`src/rtl/rob_ring.sv`:
```
// Reorder buffer ring: in-order allocate, out-of-order complete, in-order multi-slot retire.
// Optional build macro ROB_QUERY_BYPASS_EN forwards a same-cycle completion to the operand query port.
module rob_ring #(
  parameter int DEPTH        = 16,
  parameter int VAL_W        = 64,
  parameter int REG_IDX_W    = 5,
  parameter int COMMIT_WIDTH = 2,
  localparam int IDX_W       = $clog2(DEPTH)
) (
  input  logic                            in_clk,
  input  logic                            in_rst_n,
  input  logic                            in_reg_done,
  input  logic [REG_IDX_W-1:0]            in_reg_dst,
  input  logic                            in_reg_set_nzcv,
  output logic                            out_reg_alloc_ready,
  output logic [IDX_W-1:0]                out_reg_alloc_index,
  input  logic                            in_fu_done,
  input  logic [IDX_W-1:0]                in_fu_rob_index,
  input  logic [VAL_W-1:0]                in_fu_value,
  input  logic [3:0]                      in_fu_nzcv,
  input  logic                            in_fu_is_mispred,
  input  logic [VAL_W-1:0]                in_fu_new_pc,
  input  logic [IDX_W-1:0]                in_rs_query_index,
  output logic                            out_rs_query_ready,
  output logic [VAL_W-1:0]                out_rs_query_value,
  output logic [COMMIT_WIDTH-1:0]         out_reg_commit_valid,
  output logic [COMMIT_WIDTH*REG_IDX_W-1:0] out_reg_commit_index,
  output logic [COMMIT_WIDTH*VAL_W-1:0]   out_reg_commit_value,
  output logic [COMMIT_WIDTH-1:0]         out_reg_commit_set_nzcv,
  output logic [COMMIT_WIDTH*4-1:0]       out_reg_commit_nzcv,
  output logic [COMMIT_WIDTH*IDX_W-1:0]   out_reg_commit_rob_index,
  output logic                            out_fetch_mispredict,
  output logic [VAL_W-1:0]                out_fetch_new_pc,
  output logic [IDX_W:0]                  out_count
);

  localparam logic [IDX_W:0] FULL_CNT = (IDX_W+1)'(DEPTH);

  logic [DEPTH-1:0]     valid_r;
  logic [DEPTH-1:0]     done_r;
  logic [DEPTH-1:0]     mispred_r;
  logic [DEPTH-1:0]     set_nzcv_r;
  logic [REG_IDX_W-1:0] dst_r   [DEPTH];
  logic [VAL_W-1:0]     value_r [DEPTH];
  logic [VAL_W-1:0]     pc_r    [DEPTH];
  logic [3:0]           nzcv_r  [DEPTH];
  logic [IDX_W-1:0]     head_r;
  logic [IDX_W-1:0]     tail_r;
  logic [IDX_W:0]       count_r;

  logic [COMMIT_WIDTH-1:0] retire_s;
  logic [IDX_W-1:0]        slot_idx_s [COMMIT_WIDTH];
  logic [IDX_W:0]          retire_cnt_s;
  logic [DEPTH-1:0]        retire_mask_s;
  logic                    flush_s;
  logic [VAL_W-1:0]        flush_pc_s;
  logic [IDX_W-1:0]        flush_head_s;
  logic                    stop_s;
  logic                    alloc_ready_s;
  logic                    alloc_fire_s;

  // Retire selection: contiguous done entries from head; a mispredict ends the group.
  always_comb begin
    retire_s      = '0;
    retire_mask_s = '0;
    retire_cnt_s  = '0;
    flush_s       = 1'b0;
    flush_pc_s    = '0;
    flush_head_s  = '0;
    stop_s        = 1'b0;
    for (int k = 0; k < COMMIT_WIDTH; k++) begin
      slot_idx_s[k] = head_r + IDX_W'(k);
      if (!stop_s && valid_r[slot_idx_s[k]] && done_r[slot_idx_s[k]]) begin
        retire_s[k]                   = 1'b1;
        retire_mask_s[slot_idx_s[k]]  = 1'b1;
        retire_cnt_s                  = retire_cnt_s + (IDX_W+1)'(1);
        flush_s                       = mispred_r[slot_idx_s[k]];
        stop_s                        = mispred_r[slot_idx_s[k]];
        flush_pc_s                    = pc_r[slot_idx_s[k]];
        flush_head_s                  = slot_idx_s[k] + IDX_W'(1);
      end else begin
        stop_s = 1'b1;
      end
    end
  end

  // Full is judged from registered count only, so same-cycle retires never free a slot early.
  always_comb begin
    alloc_ready_s = (count_r < FULL_CNT);
    alloc_fire_s  = in_reg_done && alloc_ready_s && !flush_s;
  end

  // Head/tail/count pointers; a flush collapses the ring just past the mispredicting entry.
  always_ff @(posedge in_clk or negedge in_rst_n) begin
    if (!in_rst_n) begin
      head_r  <= '0;
      tail_r  <= '0;
      count_r <= '0;
    end else if (flush_s) begin
      head_r  <= flush_head_s;
      tail_r  <= flush_head_s;
      count_r <= '0;
    end else begin
      head_r  <= head_r + retire_cnt_s[IDX_W-1:0];
      tail_r  <= tail_r + IDX_W'(alloc_fire_s);
      count_r <= count_r - retire_cnt_s + (IDX_W+1)'(alloc_fire_s);
    end
  end

  // Entry storage: retire/flush clears, allocation opens, completion fills a live entry.
  always_ff @(posedge in_clk or negedge in_rst_n) begin
    if (!in_rst_n) begin
      valid_r    <= '0;
      done_r     <= '0;
      mispred_r  <= '0;
      set_nzcv_r <= '0;
      for (int i = 0; i < DEPTH; i++) begin
        dst_r[i]   <= '0;
        value_r[i] <= '0;
        pc_r[i]    <= '0;
        nzcv_r[i]  <= 4'h0;
      end
    end else begin
      for (int i = 0; i < DEPTH; i++) begin
        if (flush_s || retire_mask_s[i]) begin
          valid_r[i]   <= 1'b0;
          done_r[i]    <= 1'b0;
          mispred_r[i] <= 1'b0;
        end else if (alloc_fire_s && (tail_r == IDX_W'(i))) begin
          valid_r[i]    <= 1'b1;
          done_r[i]     <= 1'b0;
          mispred_r[i]  <= 1'b0;
          dst_r[i]      <= in_reg_dst;
          set_nzcv_r[i] <= in_reg_set_nzcv;
        end else if (in_fu_done && (in_fu_rob_index == IDX_W'(i)) && valid_r[i]) begin
          done_r[i]    <= 1'b1;
          value_r[i]   <= in_fu_value;
          nzcv_r[i]    <= in_fu_nzcv;
          mispred_r[i] <= in_fu_is_mispred;
          pc_r[i]      <= in_fu_new_pc;
        end else begin
          done_r[i] <= done_r[i];
        end
      end
    end
  end

  // Registered commit and redirect outputs; idle slots drive zeros.
  always_ff @(posedge in_clk or negedge in_rst_n) begin
    if (!in_rst_n) begin
      out_reg_commit_valid     <= '0;
      out_reg_commit_index     <= '0;
      out_reg_commit_value     <= '0;
      out_reg_commit_set_nzcv  <= '0;
      out_reg_commit_nzcv      <= '0;
      out_reg_commit_rob_index <= '0;
      out_fetch_mispredict     <= 1'b0;
      out_fetch_new_pc         <= '0;
    end else begin
      for (int k = 0; k < COMMIT_WIDTH; k++) begin
        out_reg_commit_valid[k]                      <= retire_s[k];
        out_reg_commit_index[k*REG_IDX_W +: REG_IDX_W] <= retire_s[k] ? dst_r[slot_idx_s[k]] : '0;
        out_reg_commit_value[k*VAL_W +: VAL_W]       <= retire_s[k] ? value_r[slot_idx_s[k]] : '0;
        out_reg_commit_set_nzcv[k]                   <= retire_s[k] && set_nzcv_r[slot_idx_s[k]];
        out_reg_commit_nzcv[k*4 +: 4]                <= retire_s[k] ? nzcv_r[slot_idx_s[k]] : 4'h0;
        out_reg_commit_rob_index[k*IDX_W +: IDX_W]   <= retire_s[k] ? slot_idx_s[k] : '0;
      end
      out_fetch_mispredict <= flush_s;
      out_fetch_new_pc     <= flush_s ? flush_pc_s : '0;
    end
  end

  // Operand query; the value is zeroed unless the entry is ready.
  always_comb begin
    out_rs_query_ready = valid_r[in_rs_query_index] && done_r[in_rs_query_index];
    out_rs_query_value = out_rs_query_ready ? value_r[in_rs_query_index] : '0;
`ifdef ROB_QUERY_BYPASS_EN
    if (in_fu_done && (in_fu_rob_index == in_rs_query_index)) begin
      out_rs_query_ready = 1'b1;
      out_rs_query_value = in_fu_value;
    end else begin
      out_rs_query_ready = out_rs_query_ready;
    end
`endif
  end

  assign out_reg_alloc_ready = alloc_ready_s;
  assign out_reg_alloc_index = tail_r;
  assign out_count           = count_r;

endmodule

```
`config.mk`:
```
export PLATFORM = sky130hd
export DESIGN_NAME = rob_ring
export DESIGN_NICKNAME = d
export VERILOG_FILES = /design/src/rtl/rob_ring.sv
export SDC_FILE = /design/constraint.sdc
export NUM_CORES = 2
export LEC_CHECK = 0
export BUFFER_PORTS_ARGS = -buffer_cell sky130_fd_sc_hd__buf_2
export CAP_MARGIN = 20
export CORE_MARGIN = 2
export CORE_UTILIZATION = 40
export CTS_BUF_LIST = sky130_fd_sc_hd__clkbuf_4 sky130_fd_sc_hd__clkbuf_8
export DETAILED_ROUTE_END_ITERATION = 8
export GPL_TIMING_DRIVEN = 0
export PLACE_DENSITY = 0.66
export SLEW_MARGIN = 20
export SYNTH_ARGS = -nofsm -noshare
export SYNTH_HDL_FRONTEND = slang
export SYNTH_SLANG_ARGS = --single-unit
```
`constraint.sdc`:
```
create_clock -name in_clk -period 18.2 [get_ports in_clk]
set_input_delay 0.91 -clock in_clk [delete_from_list [all_inputs] [get_ports in_clk]]
set_output_delay 0.91 -clock in_clk [all_outputs]
set_load 0.05 [all_outputs]
```
---- Word-level counts from Yosys, hierarchy flattened ----
Index checks and enable logic that the tools add are counted.
word-level totals
  input bits .............................. 151
  register bits ........................... 2492
  word-level logic and storage cells ...... 568
  output and inout bits ................... 298
cells by class
  add/subtract/negate cells ............... 7
  mux-type cells .......................... 205
  equality and inequality tests ........... 30
  order comparisons ....................... 9
  reductions and logical operators ........ 142
  bitwise operators ....................... 36
operators with widths
  operator                                                               number
  64-bit binary-select mux with 4-bit select                             5
  64-bit two-way mux                                                     16
  1-bit two-way mux                                                      146
  4-bit equality test, second input constant                             16
  1-bit logical AND                                                      58
  4-bit two-way mux                                                      12
  3-bit AND reduction                                                    16
  3-bit nonzero test                                                     16
  1-bit binary-select mux with 4-bit select                              10
  5-bit binary-select mux with 4-bit select                              2
  5-bit two-way mux                                                      8
  4-bit binary-select mux with 4-bit select                              2
  4-bit by 3-bit equality test with 1-bit output, second input constant  8
  16-bit two-way mux                                                     2
  1-bit NOT                                                              32
  2-bit AND reduction                                                    16
  2-bit nonzero test                                                     16
  4-bit by 2-bit equality test with 1-bit output, second input constant  4
  1-bit logical OR                                                       16
  16-bit OR                                                              1
  5-bit >= comparator, second input constant                             3
  4-bit by 5-bit < comparator with 1-bit output, second input constant   3
  4-bit NOT with 5-bit output                                            3
  4-bit by 1-bit adder with 4-bit output, second input constant          2
  11 further kinds                                                       16

---- Depth between registers and ports, before layout ----
  word-level depth ........................ 13
  depth in mapped cells ................... 28
  gate-level depth less buffers ........... 21

---- Worst setup path before layout ----
OpenSTA, ideal clock, no wires.
  kind .................................... flip-flop to flip-flop
  from .................................... register head_r[1]
  to ...................................... register count_r[4] (netlist: out_count[4])
  data required time ...................... 18.067 ns
  period minus slack after synthesis ...... 6.270 ns
  library setup time ...................... 0.133 ns
  arrival time ............................ 6.137 ns
  path slack .............................. 11.930 ns
  buffers on the path ..................... 10
  stages on the path, launching flop included .. 29
  cells stage by stage .................... dfrtp_1 > buf_2 > buf_6 > buf_1 > clkbuf_1 > buf_1 > inv_1 > ha_1 > buf_2 > clkbuf_1 > mux4_2 > nand2_1 > o2111a_1 > nand3_4 > inv_2 > buf_6 > buf_2 > clkbuf_1 > ha_1 > ha_1 > inv_1 > ha_1 > inv_1 > fa_1 > inv_1 > a21o_1 > a21oi_1 > xnor2_1 > nor2_1
on the way
  longest elaborated chain between the ends .. 12
  elaborated cells between the ends (all ways) .. 28
  classes of those cells .................. add/sub: 4; mux: 18; reduce/logical: 6
RTL lines
  what                                                                             RTL line  text
  from (decl)                                                                      47        logic [IDX_W-1:0] head_r;
  from (signal assigned)                                                           100       head_r <= flush_head_s;
  from (signal assigned)                                                           104       head_r <= head_r + retire_cnt_s[IDX_W-1:0];
  branches (longest 11 deep; another with 5-bit by 1-bit adder with 5-bit output)  n/a
  5-bit two-way mux (*)                                                            99        end else if (flush_s) begin
  to (signal assigned)                                                             106       count_r <= count_r - retire_cnt_s + (IDX_W+1)'(alloc_fire_s);
  to (decl)                                                                        49        logic [IDX_W:0] count_r;
Every way passes the cells marked *. The select of a mux whose other input is x is not followed.
A chain may end at the register's enable or synchronous reset.

---- Worst setup path in the final report ----
  from .................................... register head_r[1]
  to ...................................... register out_reg_commit_nzcv[7]
on the way
  longest elaborated chain between the ends .. 9
  elaborated cells between the ends (all ways) .. 22
  classes of those cells .................. add/sub: 1; mux: 16; bitwise: 1; reduce/logical: 4
RTL lines
  what                                                                            RTL line  text
  branches (longest 8 deep; another with 4-bit by 1-bit adder with 4-bit output)  n/a
  4-bit two-way mux (*)                                                           165       out_reg_commit_nzcv[k*4 +: 4] <= retire_s[k] ? nzcv_r[slot_idx_s[k]] : 4'h0;
  to (signal, indexed assignment)                                                 165
  to (decl)                                                                       30        output logic [COMMIT_WIDTH*4-1:0] out_reg_commit_nzcv,
Marks and branches as above.

==> results by stage <==
Hold path:
- The path class of the tightest hold or removal check is in2reg.

Synthesis:
- Synthesis inferred 2492 register bits.
- The mapped netlist covers 135300 um^2.
- The average footprint of a synthesized cell is 16.40 um^2.
- Among all flip-flop cells after synthesis, the most frequent one is sky130_fd_sc_hd__dfrtp_1.
- Yosys mapped a number of flops with a built-in enable equal to 0.
- Counting flops with an async set or reset pin after synthesis yields a share of 100.0%.
- The number of different library cells used by synthesis comes to 60.
- The number of nets in the synthesized netlist is 8420.
- During synthesis, Yosys emitted a total of 0 warnings.
- The synthesized netlist cell count is 8249.
- The share of the Yosys chip area taken by registers is 46.10%.

Power and ir drop:
- The relative contribution of sequential cells to total power is 47.8%.
- The clock network accounts for 49.2% of the total power.
- Across the VDD grid, the largest voltage drop is 0.00006408 V.
- The combinational share of power is 3.0%.
- Cell internal power was estimated by the tool at 0.008788 W.
- In this run the power spent charging and discharging nets is 0.002804 W.
- Net switching is 24.19% of the power.
- In this run the static leakage power is 70.02 nW.
- The power density over cell area is 74.99 nW/um^2.

Detailed routing:
- For this block, the via count after detailed routing is 92160.
- The number of DRC markers after the initial detailed-route iteration is 10550.
- After detailed routing, the total wire length is 507.1 mm.
- The DRC violation count after routing is 0.
- The iteration count of the initial detailed-routing pass is 8.
- The detail route stage leaves a number of antenna-violating nets equal to 0.
- Dividing the detail-routed via count by the number of cells gives 6.514.
- The wire length per cell is 35.84 um.

Global route:
- Summed over all layers, the global routing overflow is 0.
- The first global-routing pass estimated 713.3 mm of wire.
- The routing layer with the top usage in global route is met2.
- The pin count of the biggest net entering global routing is 146.
- The overall global routing resource usage is 29.27%.
- The initial antenna violation count is 127.
- Global routing used 44.19% of the available met2 tracks.
- Global routing consumed, on the met1 layer, 35.98% of the routing resources.
- The number of global-route vias before repair is 95500.
- For this run, global-route usage on met3 was measured as 10.56%.

Worst setup path:
- The startpoint type of the worst setup path is a register.
- Among the stages of the critical path, the cell type that occurs most often is sky130_fd_sc_hd__buf_2.
- The endpoint kind of the worst setup timing path is a register.
- In this run the register-to-register setup slack is 8000 ps.
- The slowest stage of the critical path is the sky130_fd_sc_hd__clkbuf_1 cell.
- The category of the most critical setup path is reg2reg.
- The arrival time of data at the critical path endpoint is 11120 ps.
- The largest single stage delay on the critical path is 960 ps.
- Of all nets on the critical path, the largest fanout is 10.
- The gate family responsible for the most delay along the worst path is buffers and inverters.
- The combined buffer and inverter count along the critical path is 12.
- Traced cell by cell, the critical path runs through buf_2 > buf_6 > buf_2 > clkbuf_1 > buf_1 > inv_1 > ha_1 > buf_2 > clkbuf_1 > clkbuf_2 > buf_2 > buf_1 > clkbuf_1 > mux4_2 > mux2i_1 > a211oi_1.
- Data on the critical path is required at its endpoint by 19120 ps.

Place:
- The congestion estimate from routability-driven global placement came to 0.9472.
- The post-DP HPWL is 349.5 mm.
- The post-place instance area is 144700 um^2.
- In this run the tool buffered the top-level ports with 445 buffer cells.

STA:
- The tightest slew margin relative to the limit is 11.96%.
- The final hold violation count was 0.
- The shortest clock period the worst path allows after layout is 10200 ps.
- Setup repair after global routing left no endpoint under its margin.
- Timing would allow up to 0.09808 GHz.
- In the final timing run, aggregate negative setup slack is 0 ps.
- The slew at the pin closest to its max-slew limit is 1321 ps.
- The count of pins over their slew limit is 0.
- Of the available clock period, the critical path in the final layout requires 56.02%.
- Setup violations remaining at the end of the flow were counted as 0.
- The worst-case clock skew is 87.05 ps.

Run status:
- The run finished with clean final reports.

Final layout:
- The ratio of cells with drive above 1 in the final layout is 56.04%.
- Compared with the post-synthesis result, the final layout area differs by 14.28%.
- The count of fill cells added during filler insertion is 29150.
- The post-layout instance area is 154600 um^2.
- Measured on the finished design, the core utilization comes to 45.92%.
- The final layout net count is 9377.

Clock network:
- The deepest clock path buffer count is 4.
- The number of setup buffers added after CTS is 0.
- The CTS tree is yes.
- The clock tree synthesis step divided the H-tree into 5 levels.
- Once the clock tree was built, the resizer swapped 0 gates to a different size.
- The clock net in this run drives a total of 2492 sinks.
- The clock network latency to the later pin of the worst-skew pair is 1180 ps.
- The CTS buffer count is 436.
- Clock-pin slew was measured on the worst setup and hold paths at 70 ps.
- The tree is rooted in a sky130_fd_sc_hd__clkbuf_8.

Die:
- The floorplan row count is 213.
- The number of top-level pins is 449.
- The starting density of the core is 40.18%.
- The die area is 342800 um^2.
- The core region is 336600 um^2.
- The die outline width is 585.5 um.
- The die is 585.5 um tall.

Job:
- Max-cap violations in this run came to 0.
==> repair_timing <==
item | CTS | global route
hold buffers | 7 | 0
hold endpoints to repair | 98 | 0
endpoints found under the setup margin | 0 | 0
==> cells in the mapped netlist (5+ instances only) <==
| cell | count | area share (%) |
|---|---|---|
| sky130_fd_sc_hd__dfrtp_1 | 2492 | 46 |
| sky130_fd_sc_hd__mux2_2 | 1841 | 15 |
| sky130_fd_sc_hd__mux4_2 | 1648 | 27 |
| sky130_fd_sc_hd__clkbuf_1 | 448 | 1.2 |
| sky130_fd_sc_hd__mux2_1 | 287 | 2.4 |
| sky130_fd_sc_hd__nand2_1 | 204 | 0.57 |
| sky130_fd_sc_hd__a211oi_1 | 149 | 0.83 |
| sky130_fd_sc_hd__nor2b_1 | 146 | 0.68 |
| sky130_fd_sc_hd__buf_1 | 143 | 0.40 |
| sky130_fd_sc_hd__buf_2 | 125 | 0.46 |
| sky130_fd_sc_hd__mux2i_1 | 95 | 0.70 |
| sky130_fd_sc_hd__buf_4 | 86 | 0.48 |
| sky130_fd_sc_hd__a21oi_1 | 81 | 0.30 |
| sky130_fd_sc_hd__mux2_4 | 80 | 0.89 |
| sky130_fd_sc_hd__and2_1 | 79 | 0.37 |
| sky130_fd_sc_hd__nor2_1 | 74 | 0.21 |
| sky130_fd_sc_hd__buf_6 | 37 | 0.31 |
| sky130_fd_sc_hd__and3_1 | 25 | 0.12 |
| sky130_fd_sc_hd__ha_1 | 18 | 0.17 |
| sky130_fd_sc_hd__inv_1 | 18 | 0.050 |
| sky130_fd_sc_hd__nand3_1 | 17 | 0.063 |
| sky130_fd_sc_hd__o21ai_0 | 15 | 0.056 |
| sky130_fd_sc_hd__o21a_1 | 13 | 0.072 |
| sky130_fd_sc_hd__nor3_1 | 12 | 0.044 |
| sky130_fd_sc_hd__a21oi_2 | 10 | 0.065 |
| sky130_fd_sc_hd__nor3b_1 | 10 | 0.056 |
| sky130_fd_sc_hd__nor3_2 | 9 | 0.067 |
| sky130_fd_sc_hd__a311oi_2 | 7 | 0.078 |
| sky130_fd_sc_hd__a31oi_1 | 7 | 0.032 |
| sky130_fd_sc_hd__o21ai_1 | 6 | 0.022 |
| sky130_fd_sc_hd__xnor2_1 | 6 | 0.039 |
| sky130_fd_sc_hd__a311o_1 | 5 | 0.037 |
| sky130_fd_sc_hd__inv_2 | 5 | 0.014 |
| sky130_fd_sc_hd__o211ai_1 | 5 | 0.028 |
| sky130_fd_sc_hd__xor2_1 | 5 | 0.032 |
==> per-stage QoR <==
| stage | worst slack, ps | total power [W] | hold WS (ps) | cells |
|---|---|---|---|---|
| detailed placement | 8294 | 0.005988 | 493.7 | 13270 |
| finish | 8004 | 0.01159 | 78.00 | 14150 |
| global placement | -38500 | 0.005974 | 479.5 | 13210 |
| floorplan | 11930 | 0.005739 | 469.9 | 8249 |
| CTS | 8200 | 0.01165 | 1.696 | 14060 |
| global route | 8087 | 0.01192 | 64.07 | 14100 |
==> power groups by stage <==
stage | Clock [W] | Combinational, W | Sequential (W)
final | 0.00570 | 0.000348 | 0.00554
after global routing | 0.00601 | 0.000377 | 0.00554
after CTS | 0.00576 | 0.000348 | 0.00554
after detailed placement | 0 | 0.000346 | 0.00564
after global placement | 0 | 0.000315 | 0.00566
after floorplan | 0 | 0.0000955 | 0.00564
==> path summary, 6_finish.rpt <==
kind                                 start                       end  cells after the start
hold / removal             in_fu_new_pc[6]                 pc_r[582]                      2
hold reg to reg                  pc_r[820]                 pc_r[820]                      1
setup reg to reg                 head_r[1]    out_reg_commit_nzcv[7]                     16
setup / recovery                 head_r[1]    out_reg_commit_nzcv[7]                     16
min in group asynchronous         in_rst_n  out_reg_commit_value[78]                      2
max in group asynchronous         in_rst_n                 pc_r[552]                      6
==> placed cells by master (no fill, tap or decap), drive strengths merged, types with 5 or more instances in the layout <==
master	count
bufinv	12
xor2	5
o21a	13
clkbuf	1148
a211oi	149
nand3	18
clkinv	55
a21oi	91
and2	79
clkinvlp	10
mux2	2208
nor3	21
dfrtp	2492
mux4	1648
a311o	5
nor2b	146
diode	83
dlygate4sd3	7
and3	25
o211ai	7
a311oi	7
ha	18
nor2	74
nor3b	11
o21ai	21
inv	37
mux2i	95
a31oi	7
buf	894
xnor2	6
nand2	204
==> layer usage <==
metal	up-vias	wire (um)
li1	34610	-
met1	49420	182300
met2	6401	230600
met3	1663	60760
met4	64	32990
met5	-	384
==> final cells by class <==
| cell class | instances | area, um^2 | area share, % |
|---|---|---|---|
| multi-input cells | 4895 | 69040 | 44.67 |
| repair buffers | 519 | 3577 | 2.314 |
| clock buffers | 691 | 8641 | 5.590 |
| clock inverters | 91 | 868.3 | 0.5618 |
| plain buffers | 839 | 4143 | 2.680 |
| flip-flops and latches | 2492 | 62360 | 40.34 |
| diodes | 83 | 207.7 | 0.1344 |
| inverters | 23 | 86.33 | 0.05585 |
| well taps | 4515 | 5649 | 3.655 |
==> flip-flops by register name, indices dropped and copies added (netlist names) <==
register,cells
done_r,16
valid_r,16
out_fetch_mispredict,1
out_reg_commit_index,10
out_reg_commit_nzcv,8
out_reg_commit_rob_index,8
mispred_r,16
out_reg_commit_value,128
nzcv_r,64
out_count,5
out_reg_alloc_index,4
out_fetch_new_pc,64
set_nzcv_r,16
dst_r,80
pc_r,1024
head_r,4
value_r,1024
out_reg_commit_set_nzcv,2
out_reg_commit_valid,2
==> worst register-to-register path: stages, from the launching register on <==
cell,delay [ps]
sky130_fd_sc_hd__dfrtp_1,550
sky130_fd_sc_hd__buf_2,380
sky130_fd_sc_hd__buf_6,230
sky130_fd_sc_hd__buf_2,520
sky130_fd_sc_hd__clkbuf_1,980
sky130_fd_sc_hd__buf_1,870
sky130_fd_sc_hd__inv_1,500
sky130_fd_sc_hd__ha_1,420
sky130_fd_sc_hd__buf_2,270
sky130_fd_sc_hd__clkbuf_1,880
sky130_fd_sc_hd__clkbuf_2,570
sky130_fd_sc_hd__buf_2,650
sky130_fd_sc_hd__buf_1,880
sky130_fd_sc_hd__clkbuf_1,870
sky130_fd_sc_hd__mux4_2,380
sky130_fd_sc_hd__mux2i_1,70
sky130_fd_sc_hd__a211oi_1,950
==> cells by family (layout without fill, tap and decap cells) <==
kind of cell,after synthesis,in the layout,share of synthesized area [%]
AOI/OAI and AO/OA,318,318,1.660
buffers and inverters,862,2163,2.952
other,0,83,0
and+or+nand+nor,595,595,2.270
DFF,2492,2492,46.10
adders and majority gates,20,20,0.1961
xor gates and xnor gates,11,11,0.07123
muxes,3951,3951,46.75
Note: power is estimated with default switching activity, not from simulation.
